===== config.mk =====
export PLATFORM = sky130hd
export DESIGN_NAME = instr_fetch_unit
export DESIGN_NICKNAME = d
export VERILOG_FILES = /design/src/rtl/ifu_pkg.sv /design/src/rtl/ifu_fifo.sv /design/src/rtl/instr_fetch_unit.sv
export SDC_FILE = /design/constraint.sdc
export NUM_CORES = 1
export LEC_CHECK = 0
export CORE_ASPECT_RATIO = 1.75
export CORE_MARGIN = 2
export CORE_UTILIZATION = 60
export CTS_CLUSTER_DIAMETER = 200
export DETAILED_ROUTE_END_ITERATION = 16
export PLACE_DENSITY_LB_ADDON = 0.3
export SLEW_MARGIN = 20
export SYNTH_ARGS = -nofsm -noshare
export SYNTH_HDL_FRONTEND = slang
export SYNTH_HIERARCHICAL = 1
export SYNTH_SLANG_ARGS = --single-unit

===== constraint.sdc =====
create_clock -name clk -period 7.6 [get_ports clk]
set_clock_uncertainty 0.05 [all_clocks]
set_input_delay 1.9 -clock clk [delete_from_list [all_inputs] [get_ports clk]]
set_output_delay 1.9 -clock clk [all_outputs]
set_load 0.02 [all_outputs]

===== src/rtl/ifu_pkg.sv =====
// Shared types and constants for the instruction fetch unit.
// Provides the FSM state enum, instruction size and the prefetch entry layout.
package ifu_pkg;

    typedef enum logic [1:0] {
        IDLE,
        REQ,
        WAIT,
        DROP
    } ifu_state_t;

    localparam int INSTR_BYTES = 4;
    localparam int IFU_ADDR_W  = 32;
    localparam int IFU_DATA_W  = 32;

    typedef struct packed {
        logic [IFU_ADDR_W-1:0] pc;
        logic [IFU_DATA_W-1:0] instr;
    } fetch_entry_t;

endpackage


===== src/rtl/ifu_fifo.sv =====
// Prefetch FIFO: DEPTH-entry synchronous FIFO with push, pop, flush and count.
// Ports: clk, rst_n, push_i, pop_i, flush_i, wdata_i, rdata_o (head), empty_o, full_o, count_o.
module ifu_fifo
    import ifu_pkg::*;
#(
    parameter int DEPTH = 4,
    parameter int WIDTH = $bits(fetch_entry_t),
    parameter int CNT_W = $clog2(DEPTH) + 1
) (
    input  logic             clk,
    input  logic             rst_n,
    input  logic             push_i,
    input  logic             pop_i,
    input  logic             flush_i,
    input  logic [WIDTH-1:0] wdata_i,
    output logic [WIDTH-1:0] rdata_o,
    output logic             empty_o,
    output logic             full_o,
    output logic [CNT_W-1:0] count_o
);

    localparam int PTR_W = $clog2(DEPTH);

    logic [WIDTH-1:0] mem_q [DEPTH];
    logic [PTR_W-1:0] wr_q;
    logic [PTR_W-1:0] rd_q;
    logic [CNT_W-1:0] cnt_q;

    // Storage needs no reset: entries are only observed while count is non-zero.
    always_ff @(posedge clk) begin
        if (push_i && !flush_i) begin
            mem_q[wr_q] <= wdata_i;
        end
    end

    always_ff @(posedge clk or negedge rst_n) begin
        if (!rst_n) begin
            wr_q  <= '0;
            rd_q  <= '0;
            cnt_q <= '0;
        end else if (flush_i) begin
            wr_q  <= '0;
            rd_q  <= '0;
            cnt_q <= '0;
        end else begin
            if (push_i) begin
                wr_q <= wr_q + PTR_W'(1);
            end
            if (pop_i) begin
                rd_q <= rd_q + PTR_W'(1);
            end
            cnt_q <= cnt_q + CNT_W'(push_i) - CNT_W'(pop_i);
        end
    end

    assign rdata_o = mem_q[rd_q];
    assign empty_o = (cnt_q == '0);
    assign full_o  = (cnt_q == CNT_W'(DEPTH));
    assign count_o = cnt_q;

endmodule


===== src/rtl/instr_fetch_unit.sv =====
// Instruction fetch stage: owns the PC, fetches one word at a time, buffers in a prefetch FIFO.
// Ports: clk/rst_n; imem_req/addr/gnt/rvalid/rdata; redirect_valid/pc; if_valid/ready/instr/pc.
// Option: define IFU_BYPASS_EN to forward a returning word straight to decode when the FIFO is empty.
module instr_fetch_unit
    import ifu_pkg::*;
#(
    parameter int                ADDR_W   = IFU_ADDR_W,
    parameter int                DATA_W   = IFU_DATA_W,
    parameter int                DEPTH    = 4,
    parameter logic [ADDR_W-1:0] RESET_PC = '0
) (
    input  logic              clk,
    input  logic              rst_n,
    output logic              imem_req,
    output logic [ADDR_W-1:0] imem_addr,
    input  logic              imem_gnt,
    input  logic              imem_rvalid,
    input  logic [DATA_W-1:0] imem_rdata,
    input  logic              redirect_valid,
    input  logic [ADDR_W-1:0] redirect_pc,
    output logic              if_valid,
    input  logic              if_ready,
    output logic [DATA_W-1:0] if_instr,
    output logic [ADDR_W-1:0] if_pc
);

    localparam int CNT_W = $clog2(DEPTH) + 1;

    ifu_state_t        state_q, state_d;
    logic [ADDR_W-1:0] pc_q, pc_d;
    logic [ADDR_W-1:0] req_pc_q, req_pc_d;

    logic [ADDR_W-1:0] redir_pc;
    logic              word_ok;
    logic              byp_hit;
    logic              push;
    logic              pop;
    logic              fifo_empty;
    logic              fifo_full;
    logic [CNT_W-1:0]  fifo_cnt;
    logic [CNT_W-1:0]  cnt_after;
    fetch_entry_t      push_entry;
    fetch_entry_t      head_entry;
    logic              unused_redir_lsb;

    assign redir_pc         = {redirect_pc[ADDR_W-1:2], 2'b00};
    assign unused_redir_lsb = ^redirect_pc[1:0];

    // A returning word is kept only if nothing redirected the stream this cycle.
    assign word_ok = (state_q == WAIT) && imem_rvalid && !redirect_valid;

`ifdef IFU_BYPASS_EN
    assign byp_hit = word_ok && fifo_empty;
`else
    assign byp_hit = 1'b0;
`endif

    assign pop  = !fifo_empty && if_ready;
    assign push = word_ok && !(byp_hit && if_ready);

    assign push_entry = '{pc: req_pc_q, instr: imem_rdata};

    assign cnt_after = fifo_cnt + CNT_W'(push) - CNT_W'(pop);

    ifu_fifo #(
        .DEPTH (DEPTH)
    ) u_fifo (
        .clk     (clk),
        .rst_n   (rst_n),
        .push_i  (push),
        .pop_i   (pop),
        .flush_i (redirect_valid),
        .wdata_i (push_entry),
        .rdata_o (head_entry),
        .empty_o (fifo_empty),
        .full_o  (fifo_full),
        .count_o (fifo_cnt)
    );

    always_ff @(posedge clk or negedge rst_n) begin
        if (!rst_n) begin
            state_q  <= IDLE;
            pc_q     <= RESET_PC;
            req_pc_q <= RESET_PC;
        end else begin
            state_q  <= state_d;
            pc_q     <= pc_d;
            req_pc_q <= req_pc_d;
        end
    end

    always_comb begin
        state_d  = state_q;
        pc_d     = pc_q;
        req_pc_d = req_pc_q;
        if (redirect_valid) begin
            pc_d = redir_pc;
        end
        unique case (state_q)
            IDLE: begin
                // A redirect flushes the FIFO, so there is room next cycle.
                if (!fifo_full || redirect_valid) begin
                    state_d = REQ;
                end
            end
            REQ: begin
                if (imem_gnt) begin
                    if (redirect_valid) begin
                        state_d = DROP;
                    end else begin
                        req_pc_d = pc_q;
                        pc_d     = pc_q + ADDR_W'(INSTR_BYTES);
                        state_d  = WAIT;
                    end
                end
            end
            WAIT: begin
                if (imem_rvalid) begin
                    if (redirect_valid) begin
                        state_d = REQ;
                    end else if (cnt_after < CNT_W'(DEPTH)) begin
                        state_d = REQ;
                    end else begin
                        state_d = IDLE;
                    end
                end else if (redirect_valid) begin
                    state_d = DROP;
                end
            end
            DROP: begin
                if (imem_rvalid) begin
                    state_d = REQ;
                end
            end
            default: state_d = IDLE;
        endcase
    end

    always_comb begin
        imem_req  = (state_q == REQ);
        imem_addr = pc_q;
        if_valid  = !fifo_empty;
        if_instr  = '0;
        if_pc     = '0;
        if (!fifo_empty) begin
            if_instr = head_entry.instr;
            if_pc    = head_entry.pc;
        end
`ifdef IFU_BYPASS_EN
        else if (byp_hit) begin
            if_valid = 1'b1;
            if_instr = imem_rdata;
            if_pc    = req_pc_q;
        end
`endif
    end

endmodule


Word level (Yosys, flattened, before mapping):

Memories as Yosys holds them, arrays and structs flattened.
Cells that the tools add are included.

* bits in latches: 0
* output and inout port bits: 98
* bits in writable memories: 256
* word-level logic and storage cells: 58
* flip-flop bits (word level): 73
* ROM bits: 0
* memories kept: 1

Memories
* u_fifo.mem_q: words 4, width 64, read ports 1, clocked after memory_dff 0, write ports 1, RTL line ifu_fifo.sv:24 `logic [WIDTH-1:0] mem_q [DEPTH];`

* add/sub/neg operators: 5
* order comparisons: 1
* equal/unequal tests: 8
* shift-type cells: 0
* div/mod/pow operators: 0
* reduce and logical (&&, ||, !) cells: 14
* multiply operators: 0
* bitwise gates (word level): 1
* mux-type cells: 22

Operators by type and width (number)
* 32-bit 2-to-1 mux: 6
* 32-bit by 3-bit adder with 32-bit output, second input constant: 1
* 2-bit 2-to-1 mux: 9
* 2-bit one-hot mux with 4 select lines: 1
* 1-bit 2-to-1 mux: 5
* 2-bit by 1-bit adder with 2-bit output, second input constant: 2
* 2-bit == test, second input constant: 2
* 1-bit logical AND: 4
* 2-bit inequality test, second input constant: 2
* 4-bit AND reduction: 1
* 2-bit nonzero test: 2
* 3-bit by 1-bit adder with 3-bit output: 1
* 3-bit == test, second input constant: 1
* 1-bit zero test: 3
* 3-bit zero test: 1
* 3-bit < comparator, second input constant: 1
* 3-bit 2-to-1 mux: 1
* 3-bit inequality test, second input constant: 1
* 3-bit AND reduction: 1
* 3-bit by 1-bit subtractor with 3-bit output: 1
* 2-bit by 1-bit == test with 1-bit output, second input constant: 1
* 2-bit zero test: 1
* 2-bit by 1-bit inequality test with 1-bit output, second input constant: 1
* 1-bit logical OR: 1
* 1-bit NOT: 1

Longest topological paths before layout:

* word-level depth: 10
* gate-level depth with buffers: 10
* mapped depth without buffers: 9

By module:

The synthesis kept the hierarchy.

Modules (own cells, without submodules)
* ifu_fifo: cells an instance 374, area an instance 9700.6 um^2, times used 1, seq. area each 7862.5 um^2
* instr_fetch_unit: cells an instance 366, area an instance 3694.8 um^2, times used 1, seq. area each 1651.6 um^2

Worst setup path after synthesis:

No wires, ideal clock.

* path kind: input -> register
* start point: input port redirect_valid
* end point: memory u_fifo/mem_q[0][0] (netlist name), enable pin
* data required time: 7121 ps
* library setup time: 429 ps
* stages: 5
* data arrival time: 4212 ps
* setup slack: 2909 ps
* path through: clkbuf_1 > nor2b_1 > and2_1 > nor2b_1 > and2_1

* longest elaborated chain between the ends: 5

Ends and longest elaborated chain
* start: declaration: RTL line instr_fetch_unit.sv:19 `input logic redirect_valid,`
* 1-bit zero test: RTL line instr_fetch_unit.sv:50 `assign word_ok = (state_q == WAIT) && imem_rvalid && !redirect_valid;`
* 1-bit logical AND: RTL line instr_fetch_unit.sv:50
* named net push: RTL line instr_fetch_unit.sv:36 `logic push;`
* 1-bit logical AND: RTL line ifu_fifo.sv:31 `if (push_i && !flush_i) begin`
* 1-bit 2-to-1 mux: RTL line ifu_fifo.sv:31
* 1-bit 2-to-1 mux (not written as such): RTL line ifu_fifo.sv:32 `mem_q[wr_q] <= wdata_i;`
* end: declaration: RTL line ifu_fifo.sv:24

The timed path passes the listed nets, and every way through them passes these cells.

==> results.tsv <==
metric	value	unit
Pleak	5.550	nW
fmax	0.1858	GHz
wire per inst	21.38	um
post-synth cell types	51	
post_cts resized	0	
cells after synthesis	740	
num ports	168	
maxcap violations	0	
Max IR drop VDD	0.1940	mV
Post-DRT Antenna Nets	0	
post-CTS setup buffers	0	
CP startpoint kind	flop	
Die Ht	201.7	um
fin crit share	0.7081	
PortBufs	165	
total negative slack	0	ns
CP endpoint kind	output port	
status	finished, final reports clean	
worst rel slew slack	0.3290	
CTS root buf	clkbuf_16	
vias per inst	5.817	
Reg2Reg Depth	10	
CTS tree	built	
CP Cell Sequence	buf_4 > mux4_2 > nor2b_1 > clkdlybuf4s50_1	
path type of the worst min-delay path	flop to flop	
Ys Warns	6	
PwrDens	326.7	nW/um2
Net Count, Synth	824	
Hold Crit Depth	0	
largest net degree at the start of global routing	74	
Synth-to-Final Area Change	21.38	%
Tightest Pin Transition	1.007	ns
vias in the first global route	7901	
H-Tree Depth	1	
CTS max path bufs	3	
Detailed Place HPWL	16040	um
#FFs+latches synth	329	
CTS Buf Count	28	
nets	993	
vias	7143	
Die Width	117.0	um
Total GRT Usage	0.2275	
final hold violations	0	
initial antenna violation count	1	
DRC	0	
mean area per synthesized cell	18.10	um2
first-pass GRT wire length	40940	um
drt first pass iters	6	
Max Slew Vio Count	0	
Core Area	21980	um2
EDFF count, synth	256	
CP Max Fanout	42	
FILL cells	1382	
Final Setup Violations	0	
Initial Utilization	0.6094	
CP max stage cell	dfrtp_4	
Total Wirelength	26260	um
sequential-to-total area share from yosys stat	0.7103	
row cnt	72	
Clock transition at path regs	0.07	ns
die area	23580	um2
Worst-Skew Late Latency	0.53	ns
DRT iter0 DRCs	478	
post-synthesis instance area	13400	um2
crit path DAT	3.43	ns
fin crit period	5.381	ns
Sink Count	329	
Post-CTS Hold Buffers	0	
worst setup path category	flop to output port	
gp weighted congestion	0.7806	
CP max stage delay	0.99	ns
CP required	5.65	ns
share of cells above drive strength 1	0.1772	
Synth async-reset ratio	0.2219	
Final Core Density	0.7397	
GR Overflow Total	0	
Synth Flop Type	edfxtp_1	
setup repair after global routing missed its margin	no	
[registers in the layout, summed over array words and instances (netlist names)]
register and count:
imem_addr 32, req_pc_q 32, state_q 2, u_fifo/count_o 3, u_fifo/mem_q 256, u_fifo/rd_q 2, u_fifo/wr_q 2
[worst max-delay path, delay by kind of cell (launching register included)]
family | cells | cell delay, ns
simple gates | 1 | 0.14
buf+inv | 2 | 1.18
flops | 1 | 0.99
mux | 1 | 0.57
[per-stage QoR]
stage	std cells	setup WS (ns)	cell area, um2	hold slack (ns)	total power (W)
floorplan	740	2.909	13400	0.4209	0.003287
global placement	1174	2.704	15270	0.4307	0.003854
detailed placement	1174	2.665	15270	0.4473	0.003920
CTS	1226	2.091	16230	0.4625	0.005360
global route	1228	1.976	16260	0.4847	0.005545
finish	1228	2.219	16260	0.4601	0.005312
[synthesized netlist by cell type (3+ instances only)]
| master | count | area, um2 |
|---|---|---|
| a21oi_1 | 7 | 35.03 |
| a31oi_1 | 9 | 56.30 |
| and2_1 | 6 | 37.54 |
| and3_1 | 3 | 18.77 |
| buf_12 | 3 | 60.06 |
| buf_2 | 7 | 35.03 |
| buf_4 | 3 | 22.52 |
| clkbuf_1 | 17 | 63.81 |
| dfrtp_1 | 73 | 1827 |
| edfxtp_1 | 256 | 7687 |
| ha_1 | 13 | 162.7 |
| inv_1 | 15 | 56.30 |
| mux2_2 | 33 | 371.6 |
| mux2i_1 | 21 | 210.2 |
| mux4_2 | 64 | 1441 |
| nand2_1 | 26 | 97.59 |
| nand2b_1 | 3 | 18.77 |
| nand3_1 | 9 | 45.04 |
| nand3b_1 | 3 | 22.52 |
| nand4_1 | 13 | 81.33 |
| nor2_1 | 14 | 52.55 |
| nor2b_1 | 72 | 450.4 |
| nor3_1 | 6 | 30.03 |
| nor4_1 | 5 | 31.28 |
| o21ai_0 | 15 | 75.07 |
| o31ai_1 | 4 | 30.03 |
| or4_1 | 4 | 30.03 |
| xnor2_1 | 9 | 78.83 |
| xor2_1 | 5 | 43.79 |
[cell type report]
| class | instances | area [um2] | share of cell area |
|---|---|---|---|
| Timing Repair Buffer | 173 | 1724 | 0.1060 |
| Multi-Input combinational cell | 361 | 3620 | 0.2226 |
| Antenna cell | 1 | 2.502 | 0.0001539 |
| Clock buffer | 47 | 925.9 | 0.05695 |
| Tap cell | 296 | 370.4 | 0.02278 |
| Sequential cell | 329 | 9519 | 0.5855 |
| Inverter | 16 | 60.06 | 0.003694 |
| Clock inverter | 5 | 37.54 | 0.002309 |
[report_power, final]
group | internal (W) | switching (W) | total [W]
Sequential | 0.00216 | 0.000211 | 0.00237
Combinational | 0.000766 | 0.000732 | 0.00150
Clock | 0.000832 | 0.000613 | 0.00145
Total | 0.00376 | 0.00156 | 0.00531
[metal layers]
layer	vias to the layer above	wire length (um)	GRT usage
met5	-	0	0
met4	0	721	0.08235
met3	46	1034	0.02651
met2	217	14460	0.4125
met1	3672	10040	0.2758
li1	3208	-	-
[logic make-up after synthesis]
family,Yosys count,synth area share
DFF,329,0.7103
and+or+nand+nor,172,0.07435
muxes,118,0.1510
buffers and inverters,50,0.02064
AOI/OAI and AO/OA,42,0.01924
xor gates and xnor gates,15,0.01084
adders and majority gates,14,0.01364
[cells in the final DEF, fill, tap and decap left out, types with 2 or more instances in the layout]
cell / instances
nor2_1: 14
ha_1: 13
nand2b_1: 3
nor2b_1: 72
or4_1: 4
and2_4: 4
nor3_1: 5
clkdlybuf4s50_1: 163
and3_1: 3
mux4_2: 64
mux2_2: 33
o31ai_1: 4
clkbuf_1: 7
o21ai_0: 15
xor2_1: 5
clkbuf_16: 31
and2_1: 2
clkbuf_8: 9
nor4_1: 5
mux2i_1: 21
nand2_1: 26
clkinv_2: 3
nand3_1: 9
a31oi_1: 9
nand3b_1: 3
buf_4: 8
dfrtp_1: 71
inv_1: 15
a21oi_1: 7
xnor2_1: 9
edfxtp_1: 256
nand4_1: 13
[final timing paths]
kind,start,to,slack (ns)
max in group asynchronous,rst_n,u_fifo/rd_q[0],5.69
min reg2reg,req_pc_q[24],u_fifo/mem_q[2][56],0.46
min in group asynchronous,rst_n,imem_addr[9],1.22
min,req_pc_q[24],u_fifo/mem_q[2][56],0.46
max,u_fifo/rd_q[0],if_pc[22],2.22
max reg2reg,u_fifo/count_o[1],state_q[0],4.69
Power figures use the tool's default switching activity.
